<file path="config.mk">
export PLATFORM = sky130hd
export DESIGN_NAME = grf_wb_arbiter
export DESIGN_NICKNAME = d
export VERILOG_FILES = /design/src/rtl/grf_wb_pkg.sv /design/src/rtl/grf_wb_fifo.sv /design/src/rtl/grf_wb_arbiter.sv
export SDC_FILE = /design/constraint.sdc
export NUM_CORES = 1
export LEC_CHECK = 0
export CORE_MARGIN = 5
export CORE_UTILIZATION = 59
export CTS_CLUSTER_SIZE = 40
export DETAILED_ROUTE_END_ITERATION = 10
export PLACE_DENSITY = 0.86
export SETUP_SLACK_MARGIN = 0.3
export SLEW_MARGIN = 10
export SYNTH_ARGS = -nofsm -noshare
export SYNTH_HDL_FRONTEND = slang
export SYNTH_HIERARCHICAL = 1
export SYNTH_SLANG_ARGS = --single-unit
</file>
<file path="constraint.sdc">
create_clock -name clk -period 15.35 [get_ports clk]
set_input_delay 1.535 -clock clk [delete_from_list [all_inputs] [get_ports clk]]
set_output_delay 1.535 -clock clk [all_outputs]
set_load 0.01 [all_outputs]
</file>
<file path="src/rtl/grf_wb_pkg.sv">
// Shared types and helpers for the GRF write-back arbiter.
package grf_wb_pkg;

  localparam int REG_NUM = 32;
  localparam int REG_AW  = 5;
  localparam int XLEN    = 32;

  typedef struct packed {
    logic [XLEN-1:0]   pc;
    logic [REG_AW-1:0] a3;
    logic [XLEN-1:0]   wd;
  } wb_entry_t;

  function automatic logic [REG_NUM-1:0] onehot5to32(input logic [REG_AW-1:0] a);
    onehot5to32    = '0;
    onehot5to32[a] = 1'b1;
  endfunction

endpackage

</file>
<file path="src/rtl/grf_wb_fifo.sv">
// Synchronous FIFO of write-back entries; exposes storage and per-slot valid bits
// so the top can build the pending-register mask.
module grf_wb_fifo
  import grf_wb_pkg::*;
#(
  parameter int DEPTH = 4
) (
  input  logic                  clk,
  input  logic                  reset,
  input  logic                  push_i,
  input  wb_entry_t             entry_i,
  input  logic                  pop_i,
  output logic                  full_o,
  output logic                  empty_o,
  output wb_entry_t             head_o,
  output wb_entry_t [DEPTH-1:0] entries_o,
  output logic      [DEPTH-1:0] valid_o
);

  localparam int PW = $clog2(DEPTH);

  logic      [PW-1:0]    wr_ptr_q, rd_ptr_q;
  logic      [PW:0]      count_q;
  wb_entry_t [DEPTH-1:0] mem_q;
  logic      [DEPTH-1:0] vld_q;
  logic                  push_ok, pop_ok;

  assign full_o    = (count_q == (PW+1)'(DEPTH));
  assign empty_o   = (count_q == '0);
  assign head_o    = mem_q[rd_ptr_q];
  assign entries_o = mem_q;
  assign valid_o   = vld_q;

  // A full FIFO refuses a push even when the same cycle pops.
  assign push_ok = push_i && !full_o;
  assign pop_ok  = pop_i && !empty_o;

  always_ff @(posedge clk or posedge reset) begin
    if (reset) begin
      wr_ptr_q <= '0;
      rd_ptr_q <= '0;
      count_q  <= '0;
      mem_q    <= '0;
      vld_q    <= '0;
    end else begin
      if (push_ok) begin
        mem_q[wr_ptr_q] <= entry_i;
        vld_q[wr_ptr_q] <= 1'b1;
        wr_ptr_q        <= wr_ptr_q + 1'b1;
      end
      if (pop_ok) begin
        vld_q[rd_ptr_q] <= 1'b0;
        rd_ptr_q        <= rd_ptr_q + 1'b1;
      end
      case ({push_ok, pop_ok})
        2'b10:   count_q <= count_q + 1'b1;
        2'b01:   count_q <= count_q - 1'b1;
        default: count_q <= count_q;
      endcase
    end
  end

endmodule

</file>
<file path="src/rtl/grf_wb_arbiter.sv">
// Arbitrates the GRF write port between the WB stage (P) and the MDU queue (M).
// Optional write trace enabled by defining GRF_WB_TRACE_EN.
module grf_wb_arbiter
  import grf_wb_pkg::*;
#(
  parameter int FIFO_DEPTH = 4,
  parameter int MAX_WAIT   = 3
) (
  input  logic        clk,
  input  logic        reset,
  input  logic        p_valid,
  input  logic [31:0] p_pc,
  input  logic [4:0]  p_a3,
  input  logic [31:0] p_wd,
  output logic        p_stall,
  input  logic        m_valid,
  output logic        m_ready,
  input  logic [31:0] m_pc,
  input  logic [4:0]  m_a3,
  input  logic [31:0] m_wd,
  output logic [31:0] m_pending_mask,
  output logic        grf_we,
  output logic [4:0]  grf_a3,
  output logic [31:0] grf_wd,
  output logic [31:0] grf_pc
);

  localparam int SW = $clog2(MAX_WAIT + 1);

  wb_entry_t                  m_entry, head;
  wb_entry_t [FIFO_DEPTH-1:0] fifo_mem;
  logic      [FIFO_DEPTH-1:0] fifo_vld;
  logic                       fifo_full, fifo_empty;
  logic                       push, grant_m, grant_p;
  logic      [SW-1:0]         starve_q, starve_d;
  logic      [REG_NUM-1:0]    pend_mask;

  logic        grf_we_q;
  logic [4:0]  grf_a3_q;
  logic [31:0] grf_wd_q, grf_pc_q;

  assign m_entry = '{pc: m_pc, a3: m_a3, wd: m_wd};
  assign m_ready = !fifo_full;
  // Writes to $0 are acknowledged but never queued.
  assign push    = m_valid && m_ready && (m_a3 != '0);

  grf_wb_fifo #(.DEPTH(FIFO_DEPTH)) u_fifo (
    .clk       (clk),
    .reset     (reset),
    .push_i    (push),
    .entry_i   (m_entry),
    .pop_i     (grant_m),
    .full_o    (fifo_full),
    .empty_o   (fifo_empty),
    .head_o    (head),
    .entries_o (fifo_mem),
    .valid_o   (fifo_vld)
  );

  assign grant_m = !fifo_empty && (!p_valid || starve_q == SW'(MAX_WAIT));
  assign grant_p = p_valid && !grant_m;
  assign p_stall = p_valid && grant_m;

  always_comb begin
    starve_d = starve_q;
    if (grant_m || fifo_empty)
      starve_d = '0;
    else if (grant_p && starve_q != SW'(MAX_WAIT))
      starve_d = starve_q + 1'b1;
  end

  always_comb begin
    pend_mask = '0;
    for (int i = 0; i < FIFO_DEPTH; i++)
      if (fifo_vld[i]) pend_mask = pend_mask | onehot5to32(fifo_mem[i].a3);
    pend_mask[0] = 1'b0;
  end

  assign m_pending_mask = pend_mask;

  always_ff @(posedge clk or posedge reset) begin
    if (reset) begin
      starve_q <= '0;
      grf_we_q <= 1'b0;
      grf_a3_q <= '0;
      grf_wd_q <= '0;
      grf_pc_q <= '0;
    end else begin
      starve_q <= starve_d;
      grf_we_q <= 1'b0;
      if (grant_m) begin
        grf_we_q <= 1'b1;
        grf_a3_q <= head.a3;
        grf_wd_q <= head.wd;
        grf_pc_q <= head.pc;
      end else if (grant_p && p_a3 != '0) begin
        grf_we_q <= 1'b1;
        grf_a3_q <= p_a3;
        grf_wd_q <= p_wd;
        grf_pc_q <= p_pc;
      end
    end
  end

  assign grf_we = grf_we_q;
  assign grf_a3 = grf_a3_q;
  assign grf_wd = grf_wd_q;
  assign grf_pc = grf_pc_q;

`ifdef GRF_WB_TRACE_EN
  always @(posedge clk) begin
    if (grf_we_q) $display("@%h: $%d <= %h", grf_pc_q, grf_a3_q, grf_wd_q);
  end
`else
`endif

endmodule

</file>
==> reports/qor.csv, run 1 <==
metric;value;unit
outcome;completed;
maxcap violations;0;
Yosys top cell by area;dfrtp_1;
first-pass GRT wire length;67.6;mm
ys async rst share;1.00;
fin crit share;0.332;
multi-input logic area;7130;sq um
kind of critical path;in2out;
IO Port Bufs;244;
design area;20600;sq um
syn nets;1292;
via count;11077;
Rows;61;
worst slew pin tran;1.08;ns
highest layer used for signal routing;met5;
layout cells sized above 1;0.325;
complex-gate fraction of the synthesized area;0.0977;
worst path cell trace;clkdlybuf4s50_1 -> nand2b_1 -> nand2b_2 -> buf_4 -> nor2_1 -> clkdlybuf4s50_1;
main combinational cell family by area after synthesis;multiplexers;
total track usage;0.269;
post-CTS sizing;0;
Mapped Cells;1139;
most frequent cell after synthesis;dfrtp_1;
CP required;13.82;ns
min Tclk post-route;5.10;ns
Post-Synth Simple-Gate Area;0.0328;
Cell Area, Synth;16800;sq um
synth warn;6;
drt pass-1 iters;7;
cell family with most CP delay;buffers and inverters;
Setup TNS;0;ns
met2 wire len;20.5;mm
Yosys top cell area share;0.535;
XOR/XNOR share of the synthesized area;0.00261;
Util after Layout;0.736;
cell mode on critical path;clkdlybuf4s50_1;
H-tree depth;2;
syn_area_per_cell;14.7;sq um
Critical Path AT;3.57;ns
Layout Nets;1506;
pin count of the biggest net entering global routing;152;
clock root buffer;clkbuf_16;
WL final;42.0;mm
met3 WL post-DR;2.91;mm
startpoint type of the worst setup path;primary input;
hold_ws;0.480;ns
cts hold-fix bufs;0;
# IOs;246;
Pwr per Cell Area;229;nW/um^2
CTS sink count;359;
Max Slew Vio Count;0;
Bufs on Longest Clock Path;3;
fmax;196;MHz
Final Skew;0.0157;ns
met1 WL;17.2;mm
Worst VDD drop;120;uV
initial antenna violation count;4;
vias in the first global route;12108;
Die W;179;um
WP buf/inv;3;
top post-synthesis cells by area;dfrtp_1 (54%), mux2_2 (19%), mux4_2 (9.3%);
DRT antenna net count;0;
Hold Vio Cnt, Final;0;
CP endpoint kind;primary output;
Vias per Instance;6.29;
CP max stage cell;buf_4;
Area after DPL;19200;sq um
Hold Path Class;reg2reg;
Post-synth EDFFs;0;
Synth top cells by count;dfrtp_1 (359), mux2_2 (278), o22ai_1 (72);
DRT iter0 DRCs;838;
critical path's largest stage delay;0.69;ns
WL/cell;23.8;um
Layout area overhead;22.4;%
clk_lat worst skew;0.52;ns
Core Region;27900;sq um
post-CTS setup buffer count;0;
CTS tree;done;
DRC violations left;0;
crit path max fanout;72;
Inserted Clock Buffers;39;
fraction of the mapped netlist area in adder cells;0.00865;
predominant post-synthesis flop cell;dfrtp_1;
global route total overflow;0;
Max-slew headroom;0.280;
#FFs+latches synth;359;
FILL cells;1771;
post-synthesis mux area share;0.280;
register area;8990;sq um
Setup Viol. Count Final;0;
Clk pin slew, worst setup/hold paths;0.06;ns
RSZ-0062 raised after global routing;false;
library cells used by synthesis;48;
total die area;31900;sq um
Leak;8.26;nW
hpwl dp;27.0;mm
Starting Density;0.601;
sequential fraction of the synthesis area;0.535;
Die Y;179;um
routability cong.;0.954;
[area by class of cell]
type,count,share of cell area
diodes,2,0.000244
clock buffers,57,0.0556
clock inverters,11,0.00791
inverters,23,0.00463
multi-input cells,671,0.347
flip-flops and latches,359,0.437
well taps,378,0.0230
repair buffers,259,0.124
[power breakdown]
part / switching [mW] / total, mW / internal, mW
clock: 0.363 / 0.946 / 0.583
sequential: 0.347 / 1.79 / 1.44
combinational: 0.822 / 1.97 / 1.15
[placed cells by master, fill, tap and decap left out, types with 5 or more instances in the layout]
cell / n
a22oi_1: 19
clkdlybuf4s50_1: 244
clkbuf_16: 39
dfrtp_1: 357
nand2b_1: 11
nor2_1: 18
mux4_2: 69
clkinv_2: 6
nor2b_1: 14
buf_4: 15
o221ai_1: 22
a221o_1: 8
nand3_1: 10
clkbuf_1: 8
inv_1: 21
nand2_1: 20
a2bb2oi_1: 58
nor3_1: 5
ha_1: 10
a21oi_1: 5
o22ai_1: 72
a2bb2oi_2: 10
mux2_2: 278
clkbuf_8: 10
[final timing paths]
path                                          startpoint                              end  slack [ns]  cells after the start
setup reg to reg           u_fifo/count_q[0]$_DFFE_PP0P_    u_fifo/count_q[2]$_DFFE_PP0P_       11.97                     12
setup / recovery                                 p_valid                          p_stall       10.25                      6
hold / removal                   starve_q[0]$_DFFE_PP0P_          starve_q[0]$_DFFE_PP0P_        0.48                      1
max in group asynchronous                          reset  u_fifo/entries_o[9]$_DFFE_PP0P_       12.02                      3
hold reg to reg                  starve_q[0]$_DFFE_PP0P_          starve_q[0]$_DFFE_PP0P_        0.48                      1
min in group asynchronous                          reset           grf_pc[15]$_DFFE_PP0P_        1.62                      2
[state kept, by name (all words and copies together) (netlist names)]
signal / cells
u_fifo/entries_o: 276
grf_we: 1
grf_pc: 32
u_fifo/wr_ptr_q: 2
u_fifo/valid_o: 4
grf_a3: 5
grf_wd: 32
u_fifo/count_q: 3
starve_q: 2
u_fifo/rd_ptr_q: 2
[per-layer routing]
layer	GRT usage	vias to the layer above
met1	0.367	5732
met2	0.439	446
li1	-	4799
met5	0	-
met4	0.0847	6
met3	0.0561	94
[logic make-up (layout without fill, tap and decap cells)]
group,after synthesis,count (layout)
DFF,359,359
muxes,348,348
AOI/OAI and AO/OA,204,204
buffers and inverters,109,350
and+or+nand+nor,102,102
adders and majority gates,11,11
xor gates and xnor gates,5,5
other,1,3
[through the flow]
step | total power, mW | instances | worst slack (ns)
2_1_floorplan | 3.11 | 1139 | 5.89
3_3_place_gp | 3.66 | 1690 | 10.33
3_5_place_dp | 3.75 | 1690 | 10.30
4_1_cts | 4.73 | 1758 | 10.29
5_1_grt | 4.97 | 1759 | 10.14
6_report | 4.70 | 1760 | 10.25
Power figures use the tool's default switching activity.
==> run 2, diff against run 1 <==
Settings changed: CORE_UTILIZATION 59 to 55, PLACE_DENSITY 0.86 to 0.81.
Clock period 15.35 ns to 5.2 ns, I/O delays scaled along.
==> reports/qor.csv, run 2 (synthesis gave the netlist of run 1 again) <==
metric;value;unit;change
kind of critical path;reg2out;;
Max Slew Vio Count;0;;unchanged
Max-slew headroom;0.305;;+0.0250
Clk pin slew, worst setup/hold paths;0.05;ns;about the same
Setup TNS;0;ns;unchanged
hpwl dp;26.7;mm;-1.1%
CTS tree;done;;
pin count of the biggest net entering global routing;175;;+15%
WL final;41.5;mm;-1.1%
maxcap violations;0;;unchanged
routability cong.;0.931;;-2.4%
Pwr per Cell Area;670;nW/um^2;+190%
Setup Viol. Count Final;0;;unchanged
outcome;completed;;
DRT antenna net count;0;;unchanged
WL/cell;23.3;um;-2.2%
Critical Path AT;2.83;ns;-0.74 ns
Bufs on Longest Clock Path;3;;unchanged
global route total overflow;0;;unchanged
FILL cells;2104;;+19%
crit path max fanout;71;;-1.4%
max reg flops;276;;unchanged
Rows;64;;+4.9%
total track usage;0.244;;-0.0251
first-pass GRT wire length;66.3;mm;-1.9%
commonest non-fill, non-tap cell in the layout;dfrtp_1;;
fmax;298;MHz;
CTS sink count;359;;unchanged
Layout area overhead;22.7;%;
Core Region;30300;sq um;+8.6%
Leak;8.27;nW;+0.20%
layout cells sized above 1;0.329;;+0.00363
DRC violations left;0;;unchanged
post-CTS sizing;0;;unchanged
vias in the first global route;11960;;-1.2%
Layout Nets;1509;;+0.20%
CP endpoint kind;primary output;;
Util after Layout;0.679;;-0.0571
min Tclk post-route;3.35;ns;
Hold Path Class;reg2reg;;
initial antenna violation count;4;;unchanged
clock root buffer;clkbuf_16;;
RSZ-0062 raised after global routing;false;;
Starting Density;0.553;;-0.0478
Die W;185;um;+3.4%
clk_lat worst skew;0.52;ns;about the same
# IOs;246;;unchanged
design area;20600;sq um;+0.21%
cts hold-fix bufs;0;;unchanged
H-tree depth;2;;unchanged
fin crit share;0.645;;
worst slew pin tran;1.04;ns;-0.0350 ns
post-CTS setup buffer count;0;;unchanged
Vias per Instance;6.20;;-1.5%
r2r setup slk;2.28;ns;-9.69 ns
Final Skew;0.0117;ns;-0.00397 ns
Hold Vio Cnt, Final;0;;unchanged
commonest non-fill, non-tap cells in the layout;dfrtp_1 (357), mux2_2 (278), clkdlybuf4s50_1 (244);;
Worst VDD drop;354;uV;+190%
CP required;4.68;ns;-9.14 ns
DRT iter0 DRCs;806;;-3.8%
via count;11031;;-0.42%
Area after DPL;19300;sq um;+0.45%
startpoint type of the worst setup path;flop;;
Die Y;185;um;+3.4%
IO Port Bufs;244;;unchanged
Inserted Clock Buffers;37;;-5.1%
drt pass-1 iters;5;;-2
total die area;34100;sq um;+6.9%
==> run 2: cell types whose count changed in the layout (fill, tap and decap cells not counted), moves of 2 or more <==
cell        change
clkbuf_1        -3
buf_12          +2
clkinvlp_4      +2
buf_4           +3
clkinv_2        +3
==> run 2: area by class of cell <==
type	instances	area, sq um	share of cell area
Sequential cell	359	8990	0.437
Multi-Input combinational cell	671	7130	0.346
Clock inverter	13	146	0.00711
Inverter	23	91.3	0.00443
Clock buffer	53	1120	0.0543
Antenna cell	1	2.50	0.000122
Tap cell	396	495	0.0241
Timing Repair Buffer	264	2620	0.127
==> run 2: path summary, 6_finish.rpt <==
kind                                                from  cells past startpoint                                 to
min reg2reg                      starve_q[0]$_DFFE_PP0P_                      1            starve_q[0]$_DFFE_PP0P_
min in group asynchronous                          reset                      2  u_fifo/entries_o[224]$_DFFE_PP0P_
max in group asynchronous                          reset                      3     u_fifo/rd_ptr_q[1]$_DFFE_PP0N_
min                              starve_q[0]$_DFFE_PP0P_                      1            starve_q[0]$_DFFE_PP0P_
max                        u_fifo/count_q[0]$_DFFE_PP0P_                      6                            p_stall
max reg2reg                u_fifo/count_q[2]$_DFFE_PP0P_                      7  u_fifo/entries_o[219]$_DFFE_PP0P_
==> run 2: metrics by stage <==
stage | std cells | hold WS [ns] | setup slack (ns) | power, mW
floorplan | 1139 | 0.419 | 0.875 | 9.19
finish | 1780 | 0.464 | 1.85 | 13.8
global placement | 1713 | 0.443 | 1.93 | 10.8
detailed placement | 1713 | 0.435 | 1.88 | 11.1
CTS | 1779 | 0.452 | 1.85 | 13.9
global route | 1780 | 0.483 | 1.72 | 14.6
==> run 2: layer usage <==
metal / part of all wire / up-vias / track usage / wire, um
met3: 0.065 / 100 / 0.0466 / 2700
met4: 0.030 / 6 / 0.0755 / 1270
met5: 0.0010 / - / 0 / 43
met1: 0.42 / 5755 / 0.333 / 17300
li1: - / 4784 / - / -
met2: 0.49 / 386 / 0.401 / 20200
==> run 2: critical path, stage by stage, from the launching register on <==
cell and delay, ns:
dfrtp_1 0.42, nor3_1 0.20, buf_4 0.21, nand2b_4 0.14, buf_4 0.68, nor2_1 0.10
clkdlybuf4s50_1 0.52
==> run 2: where the power goes <==
group | internal, mW | total [mW] | switching [mW]
Clock | 1.65 | 2.72 | 1.07
Sequential | 4.25 | 5.29 | 1.04
Combinational | 3.40 | 5.79 | 2.39
Total | 9.30 | 13.8 | 4.50
